<file path="src/rtl/sc_result_collector.sv">
// Stochastic-to-binary decoder: counts ones per output column over SC_LEN beats
// and queues finished {col, count_x, count_y} results in a small valid/ready FIFO.
module sc_result_collector #(
  parameter int KERNEL_WIDTH = 3,
  parameter int INPUT_WIDTH  = 8,
  parameter int SC_LEN       = 16,
  parameter int FIFO_DEPTH   = 4,
  localparam int INPUT_WIDTH_LOG = $clog2(INPUT_WIDTH) + 1,
  localparam int SC_LEN_LOG      = $clog2(SC_LEN)
) (
  input  logic                       clock,
  input  logic                       reset,
  input  logic                       in_valid,
  output logic                       in_ready,
  input  logic [INPUT_WIDTH_LOG-1:0] width_index,
  input  logic [SC_LEN_LOG-1:0]      sc_count,
  input  logic                       bit_x,
  input  logic                       bit_y,
  output logic                       out_valid,
  input  logic                       out_ready,
  output logic [INPUT_WIDTH_LOG-1:0] out_col,
  output logic [SC_LEN_LOG:0]        out_count_x,
  output logic [SC_LEN_LOG:0]        out_count_y,
  output logic                       protocol_err
);

  localparam int OUT_COLS = INPUT_WIDTH - KERNEL_WIDTH + 1;
  localparam int CNT_W    = SC_LEN_LOG + 1;
  localparam int PTR_W    = $clog2(FIFO_DEPTH);
  localparam logic [INPUT_WIDTH_LOG-1:0] LAST_IDX  = INPUT_WIDTH_LOG'(INPUT_WIDTH - 1);
  localparam logic [INPUT_WIDTH_LOG-1:0] HALO      = INPUT_WIDTH_LOG'(KERNEL_WIDTH - 1);
  localparam logic [SC_LEN_LOG-1:0]      LAST_BEAT = SC_LEN_LOG'(SC_LEN - 1);
  localparam logic [PTR_W:0]             DEPTH_C   = (PTR_W + 1)'(FIFO_DEPTH);

  logic [CNT_W-1:0]           acc_x_p1 [OUT_COLS];
  logic [CNT_W-1:0]           acc_y_p1 [OUT_COLS];
  logic [INPUT_WIDTH_LOG-1:0] fifo_col [FIFO_DEPTH];
  logic [CNT_W-1:0]           fifo_x   [FIFO_DEPTH];
  logic [CNT_W-1:0]           fifo_y   [FIFO_DEPTH];
  logic [PTR_W:0]             occ;
  logic [PTR_W-1:0]           wr_ptr, rd_ptr;

  logic                       vld_p0, bad_p0, halo_p0, hit_p0, first_p0, push_p0, pop;
  logic [INPUT_WIDTH_LOG-1:0] col_p0;
  logic [CNT_W-1:0]           sel_x_p0, sel_y_p0, sum_x_p0, sum_y_p0;

  // Stage 0: beat decode and running-sum for the addressed column.
  // Ready is gated by reset so the upstream sees no acceptance while held.
  assign in_ready = reset & (occ < DEPTH_C);
  assign vld_p0   = in_valid & in_ready;
  assign bad_p0   = width_index > LAST_IDX;
  assign halo_p0  = width_index < HALO;
  assign hit_p0   = vld_p0 & ~bad_p0 & ~halo_p0;
  assign col_p0   = width_index - HALO;
  assign first_p0 = (sc_count == '0);
  assign push_p0  = hit_p0 & (sc_count == LAST_BEAT);
  assign pop      = out_valid & out_ready;

  always_comb begin
    sel_x_p0 = '0;
    sel_y_p0 = '0;
    for (int i = 0; i < OUT_COLS; i++) begin
      if (col_p0 == INPUT_WIDTH_LOG'(i)) begin
        sel_x_p0 = acc_x_p1[i];
        sel_y_p0 = acc_y_p1[i];
      end
    end
  end

  // A beat at position 0 restarts the column, discarding any partial count.
  assign sum_x_p0 = (first_p0 ? '0 : sel_x_p0) + CNT_W'(bit_x);
  assign sum_y_p0 = (first_p0 ? '0 : sel_y_p0) + CNT_W'(bit_y);

  // Stage 1: per-column accumulators, cleared on completion.
  always_ff @(posedge clock or negedge reset) begin
    if (!reset) begin
      acc_x_p1 <= '{default: '0};
      acc_y_p1 <= '{default: '0};
    end else if (hit_p0) begin
      for (int i = 0; i < OUT_COLS; i++) begin
        if (col_p0 == INPUT_WIDTH_LOG'(i)) begin
          acc_x_p1[i] <= push_p0 ? '0 : sum_x_p0;
          acc_y_p1[i] <= push_p0 ? '0 : sum_y_p0;
        end
      end
    end
  end

  always_ff @(posedge clock) begin
    if (push_p0) begin
      fifo_col[wr_ptr] <= col_p0;
      fifo_x[wr_ptr]   <= sum_x_p0;
      fifo_y[wr_ptr]   <= sum_y_p0;
    end
  end

  always_ff @(posedge clock or negedge reset) begin
    if (!reset) begin
      occ          <= '0;
      wr_ptr       <= '0;
      rd_ptr       <= '0;
      protocol_err <= 1'b0;
    end else begin
      if (push_p0) wr_ptr <= wr_ptr + 1'b1;
      if (pop)     rd_ptr <= rd_ptr + 1'b1;
      case ({push_p0, pop})
        2'b10:   occ <= occ + 1'b1;
        2'b01:   occ <= occ - 1'b1;
        default: occ <= occ;
      endcase
      if (vld_p0 & bad_p0) protocol_err <= 1'b1;
    end
  end

  // Head is masked to zero when empty so outputs read 0 in and after reset.
  assign out_valid   = (occ != '0);
  assign out_col     = out_valid ? fifo_col[rd_ptr] : '0;
  assign out_count_x = out_valid ? fifo_x[rd_ptr]   : '0;
  assign out_count_y = out_valid ? fifo_y[rd_ptr]   : '0;

endmodule

</file>
<file path="config.mk">
export PLATFORM = sky130hd
export DESIGN_NAME = sc_result_collector
export DESIGN_NICKNAME = d
export VERILOG_FILES = /design/src/rtl/sc_result_collector.sv
export SDC_FILE = /design/constraint.sdc
export NUM_CORES = 1
export LEC_CHECK = 0
export CAP_MARGIN = 40
export CORE_ASPECT_RATIO = 1.5
export CORE_MARGIN = 2
export CORE_UTILIZATION = 40
export DETAILED_ROUTE_END_ITERATION = 7
export DONT_BUFFER_PORTS = 1
export PLACE_DENSITY = 0.58
export SLEW_MARGIN = 20
export SYNTH_ARGS = -nofsm -noshare
export SYNTH_HDL_FRONTEND = slang
export SYNTH_SLANG_ARGS = --single-unit
</file>
<file path="constraint.sdc">
create_clock -name clock -period 3.2 [get_ports clock]
set_input_delay 0.64 -clock clock [delete_from_list [all_inputs] [get_ports clock]]
set_output_delay 0.64 -clock clock [all_outputs]
set_load 0.1 [all_outputs]
</file>
==> results of run 1 <==
==> power by group through the flow <==
stage	clock (mW)	combinational, mW	sequential [mW]
final	2.07	1.77	1.85
after global routing	2.17	1.86	1.86
after CTS	2.10	1.79	1.85
after detailed placement	0	1.77	1.88
after global placement	0	1.73	1.89
after floorplan	0	1.46	1.84
==> final cells by class <==
class,instances,area (µm²),share of cell area
Sequential cell,124,3380,0.501
Multi-Input combinational cell,293,2140,0.317
Clock buffer,17,425,0.0630
Timing Repair Buffer,39,333,0.0493
Clock inverter,15,211,0.0313
Tap cell,165,206,0.0306
Inverter,13,48.8,0.00723
==> synthesized netlist by cell type, types with 4 or more instances <==
cell and n:
nand3_1 9, edfxtp_1 56, inv_1 10, a22o_1 16, nand2_1 65, mux4_2 17
buf_2 6, mux2i_1 13, dfrtp_1 68, or3_1 4, and2_1 21, ha_1 10
nor2_1 21, xor2_1 5, nor3_1 11, o21ai_0 11, o21ai_1 39, a21oi_1 11
clkbuf_1 11
==> how the worst max path moves through the flow <==
| stage | start | cells after the start | slack [ns] | endpoint |
|---|---|---|---|---|
| final | rd_ptr[1] | 3 | 0.48 | out_count_x[4] |
| after global routing | rd_ptr[1] | 3 | 0.39 | out_count_x[4] |
| after CTS | rd_ptr[1] | 3 | 0.41 | out_count_x[4] |
| after detailed placement | width_index[1] | 9 | 0.21 | fifo_y[1][4] |
| after global placement | width_index[1] | 9 | 0.26 | fifo_y[0][4] |
| after floorplan | width_index[1] | 15 | 0.04 | fifo_y[0][4] |
==> routing by layer <==
metal / vias to the layer above / GRT usage / wire [µm]
met3: 32 / 0.0370 / 359
met5: - / 0 / 0
met1: 1846 / 0.214 / 5220
met4: 0 / 0.0953 / 462
li1: 1716 / - / -
met2: 80 / 0.348 / 7420
==> registers in the layout, summed over array words and instances (netlist names) <==
signal and count:
fifo_y 20, wr_ptr 2, protocol_err 1, rd_ptr 2, acc_x_p1 30, fifo_x 20, fifo_col 16, acc_y_p1 30
occ 3
==> cell families after synthesis <==
kind of cell / synth area share
and+or+nand+nor: 0.126
DFF: 0.601
AOI/OAI and AO/OA: 0.0982
buffers and inverters: 0.0240
muxes: 0.0931
xor gates and xnor gates: 0.0329
adders and majority gates: 0.0258
==> critical path: stages, from the launching register on <==
cell	delay [ns]
dfrtp_1	0.79
mux4_2	0.46
and2_1	0.18
buf_4	0.23
==> placed cells by master, fill, tap and decap left out, types with 16 or more instances in the layout <==
cell type  netlist  layout
nor2_1          21      21
buf_4            0      37
nand2_1         65      65
and2_1          21      21
edfxtp_1        56      56
a22o_1          16      16
mux4_2          17      17
dfrtp_1         68      68
o21ai_1         39      39
clkbuf_16        0      17
==> impl_metrics.toml, run 1 <==
[cts]
hold_buffers = 1
clk_pin_slew_ns = 0.06
cts.sinks = 124
root_buffer = "clkbuf_16"
tritoncts = "done"
cts_buffers = 17
cts_buffer_depth = 2
postCtsSetupRepairBufs = 0
ctsResizeCount = 0
clk_latency_ns = 0.41
cts.htree.levels = 4

[floorplan]
die_area_um2 = 15100
initial_core_util = 0.406
core.rowCount = 53
die_w_um = 101
io_pins = 31
design.core.area_um2 = 13900
die-height_um = 149

[hold_path]
holdCritPathClass = "primary input to asynchronous set/reset pin"

[cells_and_area]
diodes = 0
drive_above_1_share = 0.218
post-route-util = 0.487
area_growth_pct = 19.8
final_cell_count_no_fill = 666
finalInstanceArea_um2 = 6750
n_fill_cell = 1215
final_nets = 513

[sta]
fin_crit_ns = 2.72
tns_ns = 0
skew_ns = 0.0117
fin_crit_sh = 0.849
finalSetupViolCount = 0
fin_ws_ns = 0.482
hold_ws_ns = 0.114
slew_headroom = 0.532
timing.fmax_ghz = 0.368
final-hold-violation-count = 0
slew_violations = 0
worst_pin_slew_ns = 0.702
rsz0062_at_grt = "false"

[power_and_ir_drop]
switchingPower_mw = 2.11
leakage_nw = 2.75
p_int_mw = 3.57
power_frac_seq = 0.325
ir_drop_v = 0.000541
total_power_mw = 5.68
switching_share = 0.371
p_clk_frac = 0.364
powerDensity_nw_per_um2 = 842
combPwrFrac = 0.311

[placed_design]
placed_cell_area_um2 = 6080
gp_congestion = 0.927
dp_cells = 633
io_buffer_count = 0
dp_worst_setup_slack_ns = 0.210
dp.final_hpwl_um = 9480

[routing]
wirelength_um = 13500
antenna_left = 0
vias = 3674
viasPerCell = 5.52
firstDrtPassIters = 4
drc_errors = 0
drtIter0Drc = 249
wl_per_cell_um = 20.2

[synthesis]
syn_area_um2 = 5630
async_flop_share = 0.548
yosysSeqAreaShare = 0.601
syn_avg_cell_area_um2 = 12.5
synth_flop_cell = "dfrtp_1"
yosys_warnings = 0
synthCells = 449
synth_top_area_share = 0.302
ys_types = 46
synth_area_leaders = "dfrtp_1 30%, edfxtp_1 30%, mux4_2 6.8%, nand2_1 4.3%, o21ai_1 3.5%"
synth-seq-cells = 124
synth_edf_count = 56
synth_nets = 474
synth_top_cell_by_area = "dfrtp_1"

[worst_setup_path]
crit_path_start_kind = "flop"
path_class = "flop to primary output"
worstPathArrival_ns = 2.08
end_kind = "primary output"
reg2reg_from = "occ[2]"
crit_fanout = 15
r2r_end = "acc_y_p1[4]"
r2r_setup_slack_ns = 0.77
crit_required_ns = 2.56
rr_worst_depth = 6

[grt]
antenna_found_initial = 0
grt_pass1_wl_um = 21200
grt_overflow_total = 0
grt_max_degree = 69
grt_pass1_vias = 3797
grtUsageTotal = 0.193

[run]
drv_cap = 0

[run_status]
status = "finished clean"
Note: power is estimated with default switching activity, not from simulation.
==> inputs of run 2 (changes only) <==
PLACE_DENSITY = 0.6   (was 0.58)
clock period = 2.4 ns   (was 3.2 ns; I/O delays follow)
==> run 2 against run 1 <==
Routed wire length up 3.1%. Worst setup slack got worse by 0.44 ns. Critical path depth increased by 1. Cell count rose by 3.5%. Die area is the same. Clock power rose by 33%. Total power up 47%. Sequential power increased by 32%. Sequential share of layout area shrank 4.0 points. Core utilization increased by 4.2 points. Critical path type unchanged.
==> impl_metrics.toml, run 2 (synthesis gave the netlist of run 1 again) <==
[routing]
drc_errors = 0
wirelength_um = 13900
firstDrtPassIters = 4
wl_per_cell_um = 20.1
routed.top_layer = "met4"
wl_met1_um = 5010
wl_met2_um = 7570
drtIter0Drc = 232
vias = 3814
viasPerCell = 5.54
wl_met3_um = 494
antenna_left = 0

[worst_setup_path]
path_buf_inv = 2
end_kind = "primary output"
worst_path_dominant_cell_family = "multiplexers"
crit_fanout = 8
crit_path_max_incr_delay_ns = 0.52
path_common_cell = "buf_12"
worstPathArrival_ns = 1.88
crit_required_ns = 1.92
worstPathCellList = "buf_12, mux4_2, and2_4, buf_12"
path_class = "flop to primary output"
crit_path_start_kind = "flop"
cp_slowest_cell = "mux4_2"

[run_status]
status = "finished clean"

[cells_and_area]
layout_commonest_cell = "dfrtp_1"
drive_above_1_share = 0.323
mostFrequentLayoutCells = "67 x dfrtp_1, 61 x nand2_1, 56 x edfxtp_1"
diodes = 0
top_regs = "acc_x_p1 x30, acc_y_p1 x30"
final_nets = 536
post-route-util = 0.529
area_growth_pct = 30.2

[cts]
tritoncts = "done"
cts.htree.levels = 4
clk_latency_ns = 0.42
cts.sinks = 124
clk_pin_slew_ns = 0.06
root_buffer = "clkbuf_16"
cts_buffers = 17
cts_buffer_depth = 2

[sta]
fin_crit_sh = 0.982
fin_ws_ns = 0.0430
worst_pin_slew_ns = 0.882
finalSetupViolCount = 0
fin_crit_ns = 2.36
final-hold-violation-count = 0
slew_headroom = 0.412
timing.fmax_ghz = 0.424
skew_ns = 0.00624
rsz0062_at_grt = "true"
slew_violations = 0

[placed_design]
dp_worst_setup_slack_ns = -0.228
gp_congestion = 0.999
io_buffer_count = 0
dp.final_hpwl_um = 9670

[power_and_ir_drop]
powerDensity_nw_per_um2 = 1140
leakage_nw = 2.96
total_power_mw = 8.35
ir_drop_v = 0.000760

[run]
drv_cap = 0

[grt]
grt_pass1_vias = 4074
grt_pass1_wl_um = 22100
antenna_found_initial = 0
grtUsageTotal = 0.200
grt_max_degree = 69
grt_overflow_total = 0

[floorplan]
die-height_um = 149
core.rowCount = 53
initial_core_util = 0.406
die_w_um = 101
io_pins = 31
design.core.area_um2 = 13900
die_area_um2 = 15100

[hold_path]
holdCritPathClass = "primary input to flop"
[run 2: final cells by class]
| type | count | area (µm²) |
|---|---|---|
| fillers | 1136 | 6530 |
| flip-flops and latches | 124 | 3380 |
| multi-input cells | 293 | 2340 |
| repair buffers | 62 | 706 |
| clock buffers | 19 | 453 |
| well taps | 165 | 206 |
| clock inverters | 13 | 186 |
| inverters | 13 | 55.1 |
[run 2: what timing repair did]
item                       4_1_cts  5_1_grt
setup buffers                    1        0
hold endpoints to repair        68        0
hold buffers                     2        0
gates resized for setup         10        8
setup endpoints to repair        1       14
cloned                           1        0
[run 2: layer usage]
metal	track usage	vias up
met5	0	-
met4	0.129	0
met3	0.0337	47
met2	0.354	122
met1	0.216	1880
li1	-	1765
[run 2: worst paths after layout]
path | startpoint | endpoint | slack, ns | cells after the start
worst max-delay path | rd_ptr[0] | out_count_x[4] | 0.04 | 4
worst min-delay path | width_index[0] | fifo_col[1][0] | 0.16 | 0
worst max register to register | occ[2] | occ[1] | 0.25 | 9
worst min register to register | rd_ptr[1] | rd_ptr[1] | 0.47 | 1
max in group asynchronous | reset | rd_ptr[0] | 1.51 | 2
min in group asynchronous | reset | wr_ptr[1] | 0.60 | 2
[run 2: power breakdown]
part           switching, mW  leakage (nW)  internal (mW)
registers              0.102          1.44           2.34
logic                   1.87          1.22           1.30
clock network          0.951         0.306           1.80
total                   2.92          2.96           5.43
[run 2: per-stage QoR]
stage	hold WS [ns]	area [µm²]	setup TNS, ns	cells
after floorplan	0.184	5880	-29.87	449
after global placement	0.188	6590	-7.53	652
after detailed placement	0.189	6590	-9.51	652
after CTS	0.153	7320	-0.0133	688
after global routing	0.146	7330	-0.00175	689
final	0.163	7330	0	689
==> RTL change 1 (config.mk and constraints of run 1) <==
`FIFO_DEPTH`: 4 -> 2.
--- a/src/rtl/sc_result_collector.sv
+++ b/src/rtl/sc_result_collector.sv
@@ -6,3 +6,3 @@
   parameter int SC_LEN       = 16,
-  parameter int FIFO_DEPTH   = 4,
+  parameter int FIFO_DEPTH   = 2,
   localparam int INPUT_WIDTH_LOG = $clog2(INPUT_WIDTH) + 1,
Check against the original RTL: not equivalent (a bounded check fails within 4 cycles, from zero or initial values and one cycle with reset low).
==> RTL change 1 against run 1 <==
Global-route usage is 0.44 points higher; sequential share of layout area down 1.7 points; total power down 33%; area after synthesis decreased by 23%; clock skew is 4.9 ps lower; count of clock-buffer cells in the layout down 5; first-iteration DRC count down 19%; final area fell by 25%; sequential cell count fell by 31; setup slack got worse by 120 ps; wire length is 20% lower; critical endpoint is now fifo_x[1][4]$_DFFE_PP_.
==> RTL change 1: results (changes against run 1) <==
* Status: finished clean (unchanged)
* Number of distinct library cells after synthesis at 44 (was 46)
* Vias in the first global route at 3,135 (was 3,797)
* RD Place Congestion at 0.9257 (was 0.9267)
* Pin count of the biggest net entering global routing at 66 (was 69)
* First-pass GRT wire length at 16.93 mm (was 21.20 mm)
* Pre-CTS setup slack at 49.60 ps (was 209.6 ps)
* Bufs w/o clock at 42 (was 39)
* Post-Layout Cell Count at 601 (was 666)
* Clock share of power at 27.5% (was 36.4%)
* PnR Total Power at 3.785 mW (was 5.683 mW)
* Total GRT Usage at 19.73% (was 19.30%)
* Final clock-cell share at 5.771% (was 9.436%)
* Placed cell count at 583 (was 633)
* Sequential share of cell area at 48.43% (was 50.13%)
* Fin nets at 472 (was 513)
* Met2 wire length at 5.497 mm (was 7.422 mm)
* #MultiIn Comb at 290 (was 293)
* Register area share after synthesis at 57.08% (was 60.06%)
* N_taps at 144 (was 165)
* Comb pwr at 1.38 mW (was 1.77 mW)
* Non-CTS inverters at 16 (was 13)
* CTS Buf Count at 9 (was 17)
* Slowest-stage cell, CP: nor4_2 (was dfrtp_1)
* Via/cell ratio at 5.316 (was 5.517)
* Final non-clock buffer share at 6.508% (was 4.931%)
* Peak VDD IR at 0.0002453 V (was 0.0005406 V)
* GR Layer Usage met3 at 3.141% (was 3.702%)
* Filler cells at 983 (was 1,215)
* Worst Path Max Fanout at 20 (was 15)
* Multi-input gate area at 1762 sq um (was 2141 sq um)
* Post-synth ARST share at 69.89% (was 54.84%)
* CP peak stage delay at 310 ps (was 790 ps)
* Final WL at 10.74 mm (was 13.47 mm)
* Switching share of power at 40.35% (was 37.12%)
* Area post-placement at 4770 sq um (was 6085 sq um)
* Power per cell area at 742.8 nW/um^2 (was 842.0 nW/um^2)
* Post-synth EDFFs at 28 (was 56)
==> RTL change 1: worst paths after layout <==
path | start | end | slack [ps] | cells past startpoint
setup / recovery | width_index[1] | fifo_x[1][4]$_DFFE_PP_ | 370 | 14
min in group clock | width_index[0] | fifo_col[1][0]$_DFFE_PP_ | 400 | 0
max in group asynchronous | reset | acc_y_p1[5]$_DFFE_PN0P_ | 2740 | 1
hold reg to reg | acc_x_p1[19]$_DFFE_PN0P_ | acc_x_p1[19]$_DFFE_PN0P_ | 480 | 2
hold / removal | reset | acc_y_p1[27]$_DFFE_PN0P_ | 160 | 1
setup reg to reg | occ[1]$_DFFE_PN0P_ | fifo_y[0][1]$_DFFE_PP_ | 780 | 6
==> RTL change 1: cell families after synthesis <==
| logic type | after synthesis | synth area share [%] |
|---|---|---|
| compound gates | 95 | 13.00 |
| xor+xnor | 12 | 2.605 |
| fa+ha+maj | 6 | 1.737 |
| buf+inv | 34 | 3.328 |
| flops | 93 | 57.08 |
| mux | 27 | 6.252 |
| simple gates | 150 | 16.01 |
==> RTL change 2 (settings of run 1) <==
Made on the original files. Make the reset (`reset`) synchronous in 2 clocked blocks.
--- a/src/rtl/sc_result_collector.sv
+++ b/src/rtl/sc_result_collector.sv
@@ -74,3 +74,3 @@
   // Stage 1: per-column accumulators, cleared on completion.
-  always_ff @(posedge clock or negedge reset) begin
+  always_ff @(posedge clock) begin
     if (!reset) begin
@@ -96,3 +96,3 @@
 
-  always_ff @(posedge clock or negedge reset) begin
+  always_ff @(posedge clock) begin
     if (!reset) begin
Check against the original RTL: differs if reset is asserted again (counterexample within 4 cycles, from zero or initial values and one cycle with reset low); with reset held inactive, the same outputs for 4 cycles.
==> RTL change 2 against run 1 <==
Area after synthesis grew 5.1%; final area is 4.4% higher; setup slack lost 49 ps; wire length grew 8.0%; largest cell class unchanged; critical path depth grew 10; via count up 13%; register-to-register slack better by 80 ps; hold slack improved by 240 ps; sequential cell count up 2; global-route usage grew 0.38 points; clock skew about the same.
Power is not compared: it rests on default switching activity, and its combinational part moved more than twofold at a synthesized area within 25%.
==> RTL change 2: results (changes against run 1) <==
* Status: finished clean (unchanged)
* Pin count of the biggest net entering global routing at 72 (was 69)
* Register-to-register setup slack at 850 ps (was 770 ps)
* R2r worst-path depth at 9 (was 6)
* Vias in the first global route at 4,148 (was 3,797)
* Hold Buf Count CTS at 0 (was 1)
* Clk_skew at 11.38 ps (was 11.73 ps)
* First-pass GRT wire length at 22.84 mm (was 21.20 mm)
* Layout cells sized above 1 at 22.38% (was 21.76%)
* RD Place Congestion at 0.8797 (was 0.9267)
* Crit-path leading delay family: adder cells (was flip-flops)
* R2R Path Start: acc_y_p1[20]$_SDFFE_PN0P_ (was occ[2]$_DFFE_PN0P_)
* Total GRT Usage at 19.68% (was 19.30%)
* Hpwl dp at 10.62 mm (was 9.476 mm)
* Wirelength per Cell at 18.72 um (was 20.22 um)
* Post-synth ARST share at 0% (was 54.84%)
* Slowest-stage cell, CP: nor4bb_1 (was dfrtp_1)
* Fin nets at 593 (was 513)
* Register area share after synthesis at 52.08% (was 60.06%)
* Number of distinct library cells after synthesis at 72 (was 46)
* CP peak stage delay at 280 ps (was 790 ps)
* Reg-to-Reg End: acc_y_p1[24]$_SDFFE_PN0P_ (was acc_y_p1[4]$_DFFE_PN0P_)
* Initial DRC Count at 235 (was 249)
* Worst Path Max Fanout at 23 (was 15)
* Vias post-DR at 4,150 (was 3,674)
* Filler cells at 1,336 (was 1,215)
* Synth Flop Type: dfxtp_1 (was dfrtp_1)
-- RTL change 2: changes by cell type in the layout (fill, tap and decap cells not counted), sizes merged, moves of 12 or more --
| cell | before | now |
|---|---|---|
| dfrtp | 68 | 0 |
| o21ai | 50 | 12 |
| dfxtp | 0 | 70 |
| nor2b | 1 | 18 |
| a22o | 16 | 0 |
| buf | 39 | 55 |
| nand3 | 11 | 23 |
| a21boi | 0 | 22 |
-- RTL change 2: layer usage --
layer	global-route usage [%]	share of wire, %	up-vias
met5	0	0	-
met4	9.524	4.0	0
met3	4.390	3.7	32
met2	34.54	54	87
met1	21.89	39	2019
li1	-	-	2012
-- RTL change 2: worst reg2reg max path, stage by stage (launching register included) --
cell     delay, ps
dfxtp_1        310
mux4_2         510
a21oi_1        180
nor2_1          60
ha_1           190
ha_1           200
and3_1         260
xnor2_2        250
buf_4          160
o22ai_1         80
-- RTL change 2: logic make-up after synthesis --
logic type / share of synthesized area [%]
and+or+nand+nor: 18.66
DFF: 52.08
AOI/OAI and AO/OA: 11.71
buffers and inverters: 3.868
muxes: 8.941
xor gates and xnor gates: 2.283
adders and majority gates: 2.452
-- RTL change 2: cell type report --
cell class                 instances  area share [%]
sequential                       126           43.76
multi-input combinational        352           37.12
clock buffer                      21           7.157
timing repair buffer              55           5.967
tap                              196           3.481
clock inverter                    11           1.669
inverter                          16          0.8524
-- RTL change 2: through the flow --
step | hold WS, ps | cells | total power, mW | utilization [%] | area [sq um]
after floorplan | 434.0 | 526 | 1.890 | - | 5919
after global placement | 446.7 | 744 | 1.941 | 44.12 | 6409
after detailed placement | 457.1 | 745 | 1.946 | 44.22 | 6424
after CTS | 310.4 | 777 | 3.942 | 48.50 | 7046
after global routing | 321.4 | 777 | 4.026 | 48.50 | 7046
final | 354.5 | 777 | 3.914 | 48.50 | 7046
-- RTL change 2: worst max-delay path by stage --
stage          slack [ps]                         to           start
5_1_grt               230     fifo_x[2][4]$_DFFE_PP_  width_index[1]
4_1_cts               440     fifo_x[2][4]$_DFFE_PP_  width_index[1]
3_3_place_gp           80     fifo_x[2][4]$_DFFE_PP_  width_index[1]
6_report              430     fifo_x[2][4]$_DFFE_PP_  width_index[1]
3_5_place_dp           30     fifo_x[0][4]$_DFFE_PP_  width_index[1]
2_1_floorplan         120  acc_x_p1[19]$_SDFFE_PN0P_  width_index[1]
-- RTL change 2: power by group --
part           total (mW)  switching, mW  internal [mW]
Combinational       0.221          0.136         0.0847
Clock                2.00          0.776           1.23
Sequential           1.69        0.00201           1.69
